--- config.mk ---
export PLATFORM = sky130hd
export DESIGN_NAME = bram0_loader_flat
export DESIGN_NICKNAME = d
export VERILOG_FILES = /design/src/rtl/bram0_loader_if.sv /design/src/rtl/bram0_loader.sv /design/src/flat_wrapper.sv
export SDC_FILE = /design/constraint.sdc
export NUM_CORES = 1
export LEC_CHECK = 0
export ABC_AREA = 1
export BUFFER_PORTS_ARGS = -buffer_cell sky130_fd_sc_hd__buf_2
export CORE_MARGIN = 2
export CORE_UTILIZATION = 55
export CTS_CLUSTER_DIAMETER = 200
export DETAILED_ROUTE_END_ITERATION = 16
export PLACE_DENSITY = 0.75
export SLEW_MARGIN = 15
export SYNTH_ARGS = -nofsm -noshare
export SYNTH_HDL_FRONTEND = slang
export SYNTH_SLANG_ARGS = --single-unit
export TNS_END_PERCENT = 20
--- constraint.sdc ---
create_clock -name clk -period 3.11 [get_ports clk]
set_input_delay 0.4665 -clock clk [delete_from_list [all_inputs] [get_ports clk]]
set_output_delay 0.4665 -clock clk [all_outputs]
set_load 0.03 [all_outputs]
--- src/rtl/bram0_loader_if.sv ---
// -----------------------------------------------------------------------------
// bram0_loader_if
//
// Purpose: bundles the byte stream handshake feeding the BRAM0 loader together
// with the BRAM0 write-port signals the loader drives.
//
// Signals:
//   s_valid_i  stream byte valid            (host -> loader)
//   s_data_i   stream byte                  (host -> loader)
//   s_ready_o  loader accepts a byte        (loader -> host)
//   addr_o     BRAM0 row address            (loader -> BRAM0)
//   ce_o       BRAM0 chip enable            (loader -> BRAM0)
//   we_o       BRAM0 write enable, 1=write  (loader -> BRAM0)
//   d_o        BRAM0 write data             (loader -> BRAM0)
//
// Modports: slave = loader side, master = host/BRAM side.
// -----------------------------------------------------------------------------
interface bram0_loader_if #(
    parameter int IN_DATA_WIDTH = 8,
    parameter int AWIDTH        = 8,
    parameter int DWIDTH        = 32
);
    logic                     s_valid_i;
    logic [IN_DATA_WIDTH-1:0] s_data_i;
    logic                     s_ready_o;
    logic [AWIDTH-1:0]        addr_o;
    logic                     ce_o;
    logic                     we_o;
    logic [DWIDTH-1:0]        d_o;

    modport slave (
        input  s_valid_i,
        input  s_data_i,
        output s_ready_o,
        output addr_o,
        output ce_o,
        output we_o,
        output d_o
    );

    modport master (
        output s_valid_i,
        output s_data_i,
        input  s_ready_o,
        input  addr_o,
        input  ce_o,
        input  we_o,
        input  d_o
    );
endinterface

--- src/rtl/bram0_loader.sv ---
// -----------------------------------------------------------------------------
// bram0_loader
//
// Purpose: fills BRAM0 from a valid/ready byte stream, packing four bytes per
// row (first byte in lane 0) and writing rows sequentially from address 0.
// Reports idle/load/done status to the run controller.
//
// Ports:
//   clk            clock, rising edge
//   reset_n        asynchronous reset, active low
//   start_load_i   one-cycle start pulse, only honoured in IDLE
//   load_count_i   number of bytes to load, latched on start
//   bus            bram0_loader_if.slave: stream in, BRAM0 write port out
//   idle_o         state is IDLE
//   load_o         state is LOAD or WAIT
//   done_o         state is DONE (one cycle)
//   checksum_o     (only with BRAM0_LOADER_CHECKSUM_EN) 16-bit sum of the
//                  bytes accepted in the current load
//
// Optional feature macro: BRAM0_LOADER_CHECKSUM_EN
// -----------------------------------------------------------------------------
module bram0_loader #(
    parameter int CNT_BIT       = 31,
    parameter int DWIDTH        = 32,
    parameter int AWIDTH        = 8,
    parameter int MEM_SIZE      = 256,
    parameter int IN_DATA_WIDTH = 8
) (
    input  logic               clk,
    input  logic               reset_n,
    input  logic               start_load_i,
    input  logic [CNT_BIT-1:0] load_count_i,
    bram0_loader_if.slave      bus,
    output logic               idle_o,
    output logic               load_o,
`ifdef BRAM0_LOADER_CHECKSUM_EN
    output logic [15:0]        checksum_o,
`endif
    output logic               done_o
);
    localparam int LANES  = DWIDTH / IN_DATA_WIDTH;
    localparam int LANE_W = (LANES > 1) ? $clog2(LANES) : 1;

    localparam logic [1:0] ST_IDLE = 2'd0;
    localparam logic [1:0] ST_LOAD = 2'd1;
    localparam logic [1:0] ST_WAIT = 2'd2;
    localparam logic [1:0] ST_DONE = 2'd3;

    // Rows beyond the address space would alias silently; catch a bad
    // configuration at elaboration instead.
    if (MEM_SIZE > (1 << AWIDTH)) begin : g_bad_mem_size
        $error("bram0_loader: MEM_SIZE exceeds 2**AWIDTH");
    end

    logic [1:0]         state_q,  state_d;
    logic [CNT_BIT-1:0] count_q,  count_d;   // latched byte count
    logic [CNT_BIT-1:0] cnt_q,    cnt_d;     // bytes accepted so far
    logic [LANE_W-1:0]  lane_q,   lane_d;
    logic [AWIDTH-1:0]  row_q,    row_d;     // next row to write
    logic [DWIDTH-1:0]  pack_q,   pack_d;
    logic [AWIDTH-1:0]  addr_q,   addr_d;
    logic [DWIDTH-1:0]  data_q,   data_d;
    logic               wr_q,     wr_d;

    logic               accept;
    logic               last_byte;
    logic               lane_full;
    logic [DWIDTH-1:0]  pack_ins;            // pack register with the incoming byte merged

    assign bus.s_ready_o = (state_q == ST_LOAD) && (cnt_q < count_q);
    assign accept        = bus.s_valid_i && bus.s_ready_o;
    assign last_byte     = ((cnt_q + CNT_BIT'(1)) == count_q);
    assign lane_full     = (lane_q == LANE_W'(LANES - 1));

    // Drop the incoming byte into the lane currently being filled.
    for (genvar gi = 0; gi < LANES; gi++) begin : g_lane
        assign pack_ins[gi*IN_DATA_WIDTH +: IN_DATA_WIDTH] =
            (lane_q == LANE_W'(gi)) ? bus.s_data_i
                                    : pack_q[gi*IN_DATA_WIDTH +: IN_DATA_WIDTH];
    end

`ifdef BRAM0_LOADER_CHECKSUM_EN
    logic [15:0] csum_q, csum_d;
    assign checksum_o = csum_q;
`endif

    always_comb begin
        state_d = state_q;
        count_d = count_q;
        cnt_d   = cnt_q;
        lane_d  = lane_q;
        row_d   = row_q;
        pack_d  = pack_q;
        addr_d  = addr_q;
        data_d  = data_q;
        wr_d    = 1'b0;
`ifdef BRAM0_LOADER_CHECKSUM_EN
        csum_d  = csum_q;
`endif
        case (state_q)
            ST_IDLE: begin
                if (start_load_i) begin
                    count_d = load_count_i;
                    cnt_d   = '0;
                    lane_d  = '0;
                    row_d   = '0;
                    pack_d  = '0;
                    state_d = (load_count_i == '0) ? ST_DONE : ST_LOAD;
`ifdef BRAM0_LOADER_CHECKSUM_EN
                    csum_d  = '0;
`endif
                end
            end
            ST_LOAD: begin
                if (accept) begin
                    cnt_d = cnt_q + CNT_BIT'(1);
`ifdef BRAM0_LOADER_CHECKSUM_EN
                    csum_d = csum_q + 16'(bus.s_data_i);
`endif
                    // A row goes out when its last lane fills or the stream
                    // ends; unused lanes stay zero because pack clears.
                    if (lane_full || last_byte) begin
                        wr_d   = 1'b1;
                        addr_d = row_q;
                        data_d = pack_ins;
                        row_d  = row_q + AWIDTH'(1);
                        pack_d = '0;
                        lane_d = '0;
                    end else begin
                        pack_d = pack_ins;
                        lane_d = lane_q + LANE_W'(1);
                    end
                    if (last_byte) begin
                        state_d = ST_WAIT;
                    end
                end
            end
            ST_WAIT: state_d = ST_DONE;
            ST_DONE: state_d = ST_IDLE;
            default: state_d = ST_IDLE;
        endcase
    end

    always_ff @(posedge clk or negedge reset_n) begin
        if (!reset_n) begin
            state_q <= ST_IDLE;
            count_q <= '0;
            cnt_q   <= '0;
            lane_q  <= '0;
            row_q   <= '0;
            pack_q  <= '0;
            addr_q  <= '0;
            data_q  <= '0;
            wr_q    <= 1'b0;
`ifdef BRAM0_LOADER_CHECKSUM_EN
            csum_q  <= '0;
`endif
        end else begin
            state_q <= state_d;
            count_q <= count_d;
            cnt_q   <= cnt_d;
            lane_q  <= lane_d;
            row_q   <= row_d;
            pack_q  <= pack_d;
            addr_q  <= addr_d;
            data_q  <= data_d;
            wr_q    <= wr_d;
`ifdef BRAM0_LOADER_CHECKSUM_EN
            csum_q  <= csum_d;
`endif
        end
    end

    assign bus.addr_o = addr_q;
    assign bus.d_o    = data_q;
    assign bus.ce_o   = wr_q;
    assign bus.we_o   = wr_q;

    assign idle_o = (state_q == ST_IDLE);
    assign load_o = (state_q == ST_LOAD) || (state_q == ST_WAIT);
    assign done_o = (state_q == ST_DONE);
endmodule

--- src/flat_wrapper.sv ---
// flat-port wrapper written by rule: the top's interface ports become plain ports
module bram0_loader_flat 
#(
    parameter int CNT_BIT       = 31,
    parameter int DWIDTH        = 32,
    parameter int AWIDTH        = 8,
    parameter int MEM_SIZE      = 256,
    parameter int IN_DATA_WIDTH = 8
)
  (clk, reset_n, start_load_i, load_count_i, idle_o, load_o, done_o, bus_s_valid_i, bus_s_data_i, bus_s_ready_o, bus_addr_o, bus_ce_o, bus_we_o, bus_d_o);
  bram0_loader_if #(.IN_DATA_WIDTH(IN_DATA_WIDTH), .AWIDTH(AWIDTH), .DWIDTH(DWIDTH)) bus_i ();
  input  logic clk;
  input  logic reset_n;
  input  logic start_load_i;
  input  logic [CNT_BIT-1:0] load_count_i;
  output logic idle_o;
  output logic load_o;
  output logic done_o;
  input wire logic [$bits(bus_i.s_valid_i)-1:0] bus_s_valid_i;
  input wire logic [$bits(bus_i.s_data_i)-1:0] bus_s_data_i;
  output wire logic [$bits(bus_i.s_ready_o)-1:0] bus_s_ready_o;
  output wire logic [$bits(bus_i.addr_o)-1:0] bus_addr_o;
  output wire logic [$bits(bus_i.ce_o)-1:0] bus_ce_o;
  output wire logic [$bits(bus_i.we_o)-1:0] bus_we_o;
  output wire logic [$bits(bus_i.d_o)-1:0] bus_d_o;
  assign bus_i.s_valid_i = bus_s_valid_i;
  assign bus_i.s_data_i = bus_s_data_i;
  assign bus_s_ready_o = bus_i.s_ready_o;
  assign bus_addr_o = bus_i.addr_o;
  assign bus_ce_o = bus_i.ce_o;
  assign bus_we_o = bus_i.we_o;
  assign bus_d_o = bus_i.d_o;
  bram0_loader #(.CNT_BIT(CNT_BIT), .DWIDTH(DWIDTH), .AWIDTH(AWIDTH), .MEM_SIZE(MEM_SIZE), .IN_DATA_WIDTH(IN_DATA_WIDTH)) u_core (.clk(clk), .reset_n(reset_n), .start_load_i(start_load_i), .load_count_i(load_count_i), .bus(bus_i), .idle_o(idle_o), .load_o(load_o), .done_o(done_o));
endmodule
======== Yosys cells after proc, flatten, opt, wreduce, memory -nomap -nowiden ========
Cells that the tools add are included.
cells by class
  muxes and demuxes ....................... 27
  eq/ne operators ......................... 11
  reductions and logical operators ........ 13
  $add $sub $neg .......................... 3
  order comparisons ....................... 1
operators with widths
  cell                                                                      number
  32-bit 2-to-1 mux                                                         3
  32-bit case mux with 2 select lines                                       1
  31-bit 2-to-1 mux                                                         2
  31-bit case mux with 2 select lines                                       1
  8-bit 2-to-1 mux                                                          7
  31-bit by 1-bit adder with 31-bit output (second input constant)          1
  31-bit equality test                                                      1
  31-bit zero test                                                          1
  31-bit < comparator                                                       1
  8-bit case mux with 2 select lines                                        1
  2-bit 2-to-1 mux                                                          7
  3-bit AND reduction                                                       3
  8-bit by 1-bit adder with 8-bit output (second input constant)            1
  2-bit equality test (second input constant)                               4
  2-bit case mux with 4 select lines                                        1
  2-bit by 1-bit equality test with 1-bit output (second input constant)    2
  2-bit zero test                                                           2
  2-bit by 1-bit inequality test with 1-bit output (second input constant)  2
  2-bit inequality test (second input constant)                             2
  2-bit case mux with 2 select lines                                        1
  4-bit AND reduction                                                       1
  1-bit 2-to-1 mux                                                          3
  2-bit by 1-bit adder with 2-bit output (second input constant)            1
  1-bit logical AND                                                         2
  other kinds (3)                                                           4
storage, ports and cells
  bits in registers ....................... 147
  output and inout port bits .............. 46
  input port bits ......................... 43
  word-level logic and storage cells ...... 64

======== Logic depth before layout (Yosys ltp) ========
  depth in word-level cells ............... 6
  mapped depth ............................ 20
  mapped depth without buffers ............ 19

======== Least setup slack after synthesis ========
Ideal clock, no wire load.
  kind .................................... register -> register
  start point ............................. reg u_core.cnt_q[1]
  end point ............................... reg u_core.data_q[10] (netlist: u_core.bus.d_o[10])
  arrival ................................. 2.234 ns
  setup time .............................. 0.117 ns
  stages on the path, launching flop included .. 19
  data required time ...................... 2.993 ns
  path slack .............................. 0.760 ns
  period minus slack after synthesis ...... 2.350 ns
  path buffers ............................ 2
  cells stage by stage .................... dfrtp_1 > ha_1 > nand2_1 > nor2_4 > nand2_2 > nor2_2 > nand3_1 > nand3_1 > nand2_1 > nor2_1 > nand2_1 > nor2_1 > nand3_1 > nand2_2 > nand2_2 > buf_6 > buf_6 > nand2_1 > nand2_1
on the way
  cells in the longest elaborated chain, start to end .. 4
  elaborated cells between the ends (all ways) .. 7
  those cells by class .................... add/sub (1); order compare (1); eq/ne (1); reduce/logical (4)
RTL lines
  what                                                                             line                                     text
  start, declared                                                                  bram0_loader.sv:57                       logic [CNT_BIT-1:0] cnt_q, cnt_d;
  start signal, assigned                                                           bram0_loader.sv:161                      cnt_q <= cnt_d;
  31-bit by 1-bit adder with 31-bit output or 31-bit < comparator (tied branches)  bram0_loader.sv:72, bram0_loader.sv:70
  31-bit equality test or 1-bit logical AND (tied branches)                        bram0_loader.sv:72, bram0_loader.sv:70
  1-bit logical OR or 1-bit logical AND (tied branches)                            bram0_loader.sv:122, bram0_loader.sv:71
  3-bit AND reduction (no source line) (*)                                         n/a
  end signal, assigned                                                             bram0_loader.sv:166                      data_q <= data_d;
  end, declared                                                                    bram0_loader.sv:62                       logic [DWIDTH-1:0] data_q, data_d;
Every way passes the cells marked *; elsewhere a longest branch is shown, timed or not.
A chain may end at the register's enable or synchronous reset.

======== Worst setup path after layout ========
  start point ............................. reg u_core.cnt_q[4]
  end point ............................... out bus_s_ready_o
on the way
  cells in the longest elaborated chain, start to end .. 2
RTL lines
  what                 line                text
  31-bit < comparator  bram0_loader.sv:70  assign bus.s_ready_o = (state_q == ST_LOAD) && (cnt_q < count_q);
  1-bit logical AND    bram0_loader.sv:70
  end, declared        flat_wrapper.sv:21  output wire logic [$bits(bus_i.s_ready_o)-1:0] bus_s_ready_o;
Every way passes these cells.

==> results list <==
- Net count reported at finish: 1378
* Least-Margin Pin Slew: 0.728 ns
* Buffers added on ports: 88
- After clock tree synthesis, the clock-pin slew on the worst setup and hold paths is 0.06 ns.
* Residual antenna-violating net count after detailed routing: 0
- Global Route Usage Sum: 0.284
- Number of flops mapped to enable cells by yosys: 0
- The worst setup path is captured at an output port.
- The initial antenna violation count was 0.
- Clock insertion delay at the later pin of the skew report: 0.43 ns
* First-pass GRT wire length: 36.9 mm
- Fraction of the yosys area taken by sequential cells: 0.434
* Wirelength, routed: 22.1 mm
- For this design the top-level I/O count stands at 89.
- Most instantiated library cell after synthesis: sky130_fd_sc_hd__nand2_1
- Dividing the synthesized area by the synthesized cell count gives 7.05 um^2.
- Average via count per standard cell: 5.41
- Of the cells placed in the final design, the portion with a size suffix greater than 1 is 0.118.
* FMAX: 348 MHz
- No sink is reached through more buffers than the 2 on the longest clock path.
* Worst EP required: 2.64 ns
* Post-synth top area cell: sky130_fd_sc_hd__dfrtp_1
- Final Hold Violating Endpoints: 0
- For this block, the initial DRC count from the detailed router was 869.
- In the final timing run, aggregate negative setup slack is 0 ns.
* Placeable core region: 15100 um^2
- Counting every net in the synthesized netlist gives 1288.
* Combined area of all synthesized cells: 8480 um^2
- The share of synthesized area in the top cell type comes to 0.434.
- Area growth, synth to finish: 15.1%
* Largest clock skew in the final design: 0.0114 ns
- Across all layers, the routed design uses 8085 vias.
* Clk sink count: 147
- Clk root buf: sky130_fd_sc_hd__clkbuf_16
- In this run, CTS created clock tree buffers numbering 17.
- Distinct cell type count of the synthesized netlist: 31
- Leakage dissipation: 5.27 nW
- FP Rows: 45
- Across the run, the number of max-cap violations was 0.
- The flow ran to the end, and the final reports show no timing, DRC or antenna violations.
- Final critical path time including I/O delays and setup: 2.88 ns
- Prevailing post-synth register cell: sky130_fd_sc_hd__dfrtp_1
* Relative slew slack: 0.515
- Clock tree from TritonCTS: done
* Starting Density: 0.560
- Area of the die: 16400 um^2
- In the routed design, unresolved DRC markers number 0.
* Number of warnings printed during yosys synthesis: 0
- Highest net fanout along the worst path: 5
* Endpoint arrival time on the critical path: 2.41 ns
- The total overflow left after global routing is 0.
- After legalization and detailed placement, the total HPWL measured 15.9 mm.
- Die height: 128 um
- VDD sags by at most 0.000454 V.
- The number of global-route vias before repair is 7571.
* Count of pins over their slew limit: 0
* Power density over the cells: 773 nW/um^2
* Hold Slack: 0.0559 ns
- 0 antenna diodes ended up in the layout.
- In the finished design, the share of the clock period the worst path needs comes to 0.925.
- Setup repair after global routing left no endpoint under its margin.
- In this run, synthesis produced a sequential element count of 147.
* Most instantiated cells after synthesis: sky130_fd_sc_hd__nand2_1 (541), sky130_fd_sc_hd__dfrtp_1 (147), sky130_fd_sc_hd__inv_1 (102), sky130_fd_sc_hd__nor2_1 (97), sky130_fd_sc_hd__nand3_1 (84)
- Cell count after synthesis: 1204
- Final Setup Violations: 0
- Weighted congestion at the end of routability-driven global placement: 0.977
* Class of the most critical setup path: reg2out
- Number of levels in the clock H-tree: 4
- Min-delay worst type: in2async
* Routed WL per cell: 14.8 um
- Cell types with the largest area share after synthesis: sky130_fd_sc_hd__dfrtp_1 (43%), sky130_fd_sc_hd__nand2_1 (24%), sky130_fd_sc_hd__ha_1 (6.0%), sky130_fd_sc_hd__nand3_1 (5.0%), sky130_fd_sc_hd__inv_1 (4.5%)
- Counting flops with an async set or reset pin after synthesis yields a share of 1.00.
- In this run the horizontal extent of the chip is 128 um.
- Entering global routing, the biggest net connects 76 pins.
- Critical Path Source Type: register
* Pre-antenna DRT Iters: 6
final timing paths:
check                                    from                  to  slack (ns)  depth (start not counted)
max in group asynchronous             reset_n  u_core.bus.d_o[31]        2.19                          2
max reg2reg                   u_core.cnt_q[1]   u_core.bus.d_o[0]        0.24                         20
max                           u_core.cnt_q[4]       bus_s_ready_o        0.23                         11
min in group clk              load_count_i[0]   u_core.count_q[0]        0.28                          2
min                                   reset_n    u_core.cnt_q[25]        0.06                          1
min reg2reg                u_core.bus.d_o[15]  u_core.bus.d_o[15]        0.47                          2
power breakdown:
part	internal (mW)	switching [mW]	leakage, nW
Combinational	0.838	1.94	3.05
Clock	1.21	0.859	0.285
Sequential	2.39	0.305	1.93
Total	4.44	3.10	5.27
cell usage in the layout (no fill, tap or decap), drive strengths merged, types with 2 or more instances in the layout:
cell type,netlist,routed
nand2,544,544
dfrtp,147,147
inv,104,109
nor2,106,106
buf,15,104
nand3,84,84
a21oi,51,51
ha,41,41
o21ai,27,27
o22ai,25,25
clkbuf,18,18
nand4,10,10
nor3,9,9
nor4,8,8
xor2,6,6
clkinv,1,5
and2,2,2
clkinvlp,0,2
bufinv,0,2
sequential cells by signal, indices dropped and copies added (netlist names):
signal	cells
u_core.bus.addr_o	8
u_core.bus.ce_o	1
u_core.bus.d_o	32
u_core.cnt_q	31
u_core.count_q	31
u_core.lane_q	2
u_core.pack_q	32
u_core.row_q	8
u_core.state_q	2
per-layer routing:
layer | GRT usage | vias to the layer above | part of all wire | wire, um
li1 | - | 4009 | - | -
met1 | 0.405 | 3716 | 0.47 | 10500
met2 | 0.447 | 315 | 0.44 | 9810
met3 | 0.0547 | 45 | 0.067 | 1490
met4 | 0.0711 | 0 | 0.016 | 351
met5 | 0 | - | 0 | 0
cells by family after synthesis:
logic type / after synthesis / share of synthesized area
compound gates: 106 / 0.0671
xor+xnor: 7 / 0.00723
fa+ha+maj: 41 / 0.0605
buf+inv: 138 / 0.0662
flops: 147 / 0.434
mux: 1 / 0.00133
simple gates: 764 / 0.364
through the flow:
stage	setup WS, ns	std cells	total power [mW]	cell area, um^2	utilization
after floorplan	0.760	1204	4.62	8480	-
after global placement	0.281	1461	5.41	9140	0.604
after detailed placement	0.200	1461	5.47	9140	0.604
after CTS	0.174	1492	7.55	9730	0.643
after global routing	0.00147	1494	8.07	9760	0.645
final	0.234	1494	7.54	9760	0.645
critical path, cell delays in order, from the launching register on:
cell	delay (ns)
sky130_fd_sc_hd__dfrtp_1	0.43
sky130_fd_sc_hd__ha_1	0.33
sky130_fd_sc_hd__a21oi_1	0.15
sky130_fd_sc_hd__nor2_1	0.06
sky130_fd_sc_hd__nor3_1	0.13
sky130_fd_sc_hd__nand2_1	0.10
sky130_fd_sc_hd__nand2_1	0.06
sky130_fd_sc_hd__nand2_1	0.08
sky130_fd_sc_hd__nand2_1	0.08
sky130_fd_sc_hd__nand2_1	0.12
sky130_fd_sc_hd__nor2_1	0.20
sky130_fd_sc_hd__buf_2	0.24
repair_timing:
action | CTS | global route
endpoints found under the setup margin | 0 | 81
setup buffers | 0 | 2
hold buffers | 0 | 0
gates resized for setup | 0 | 5
cell type report:
cell class | count | area, um^2
inverter | 105 | 394
fill | 1318 | 5380
timing repair buffer | 104 | 608
multi-input combinational | 919 | 4260
clock buffer | 18 | 439
clock inverter | 13 | 149
sequential | 147 | 3680
tap | 188 | 235
(Power assumes the default switching activity.)
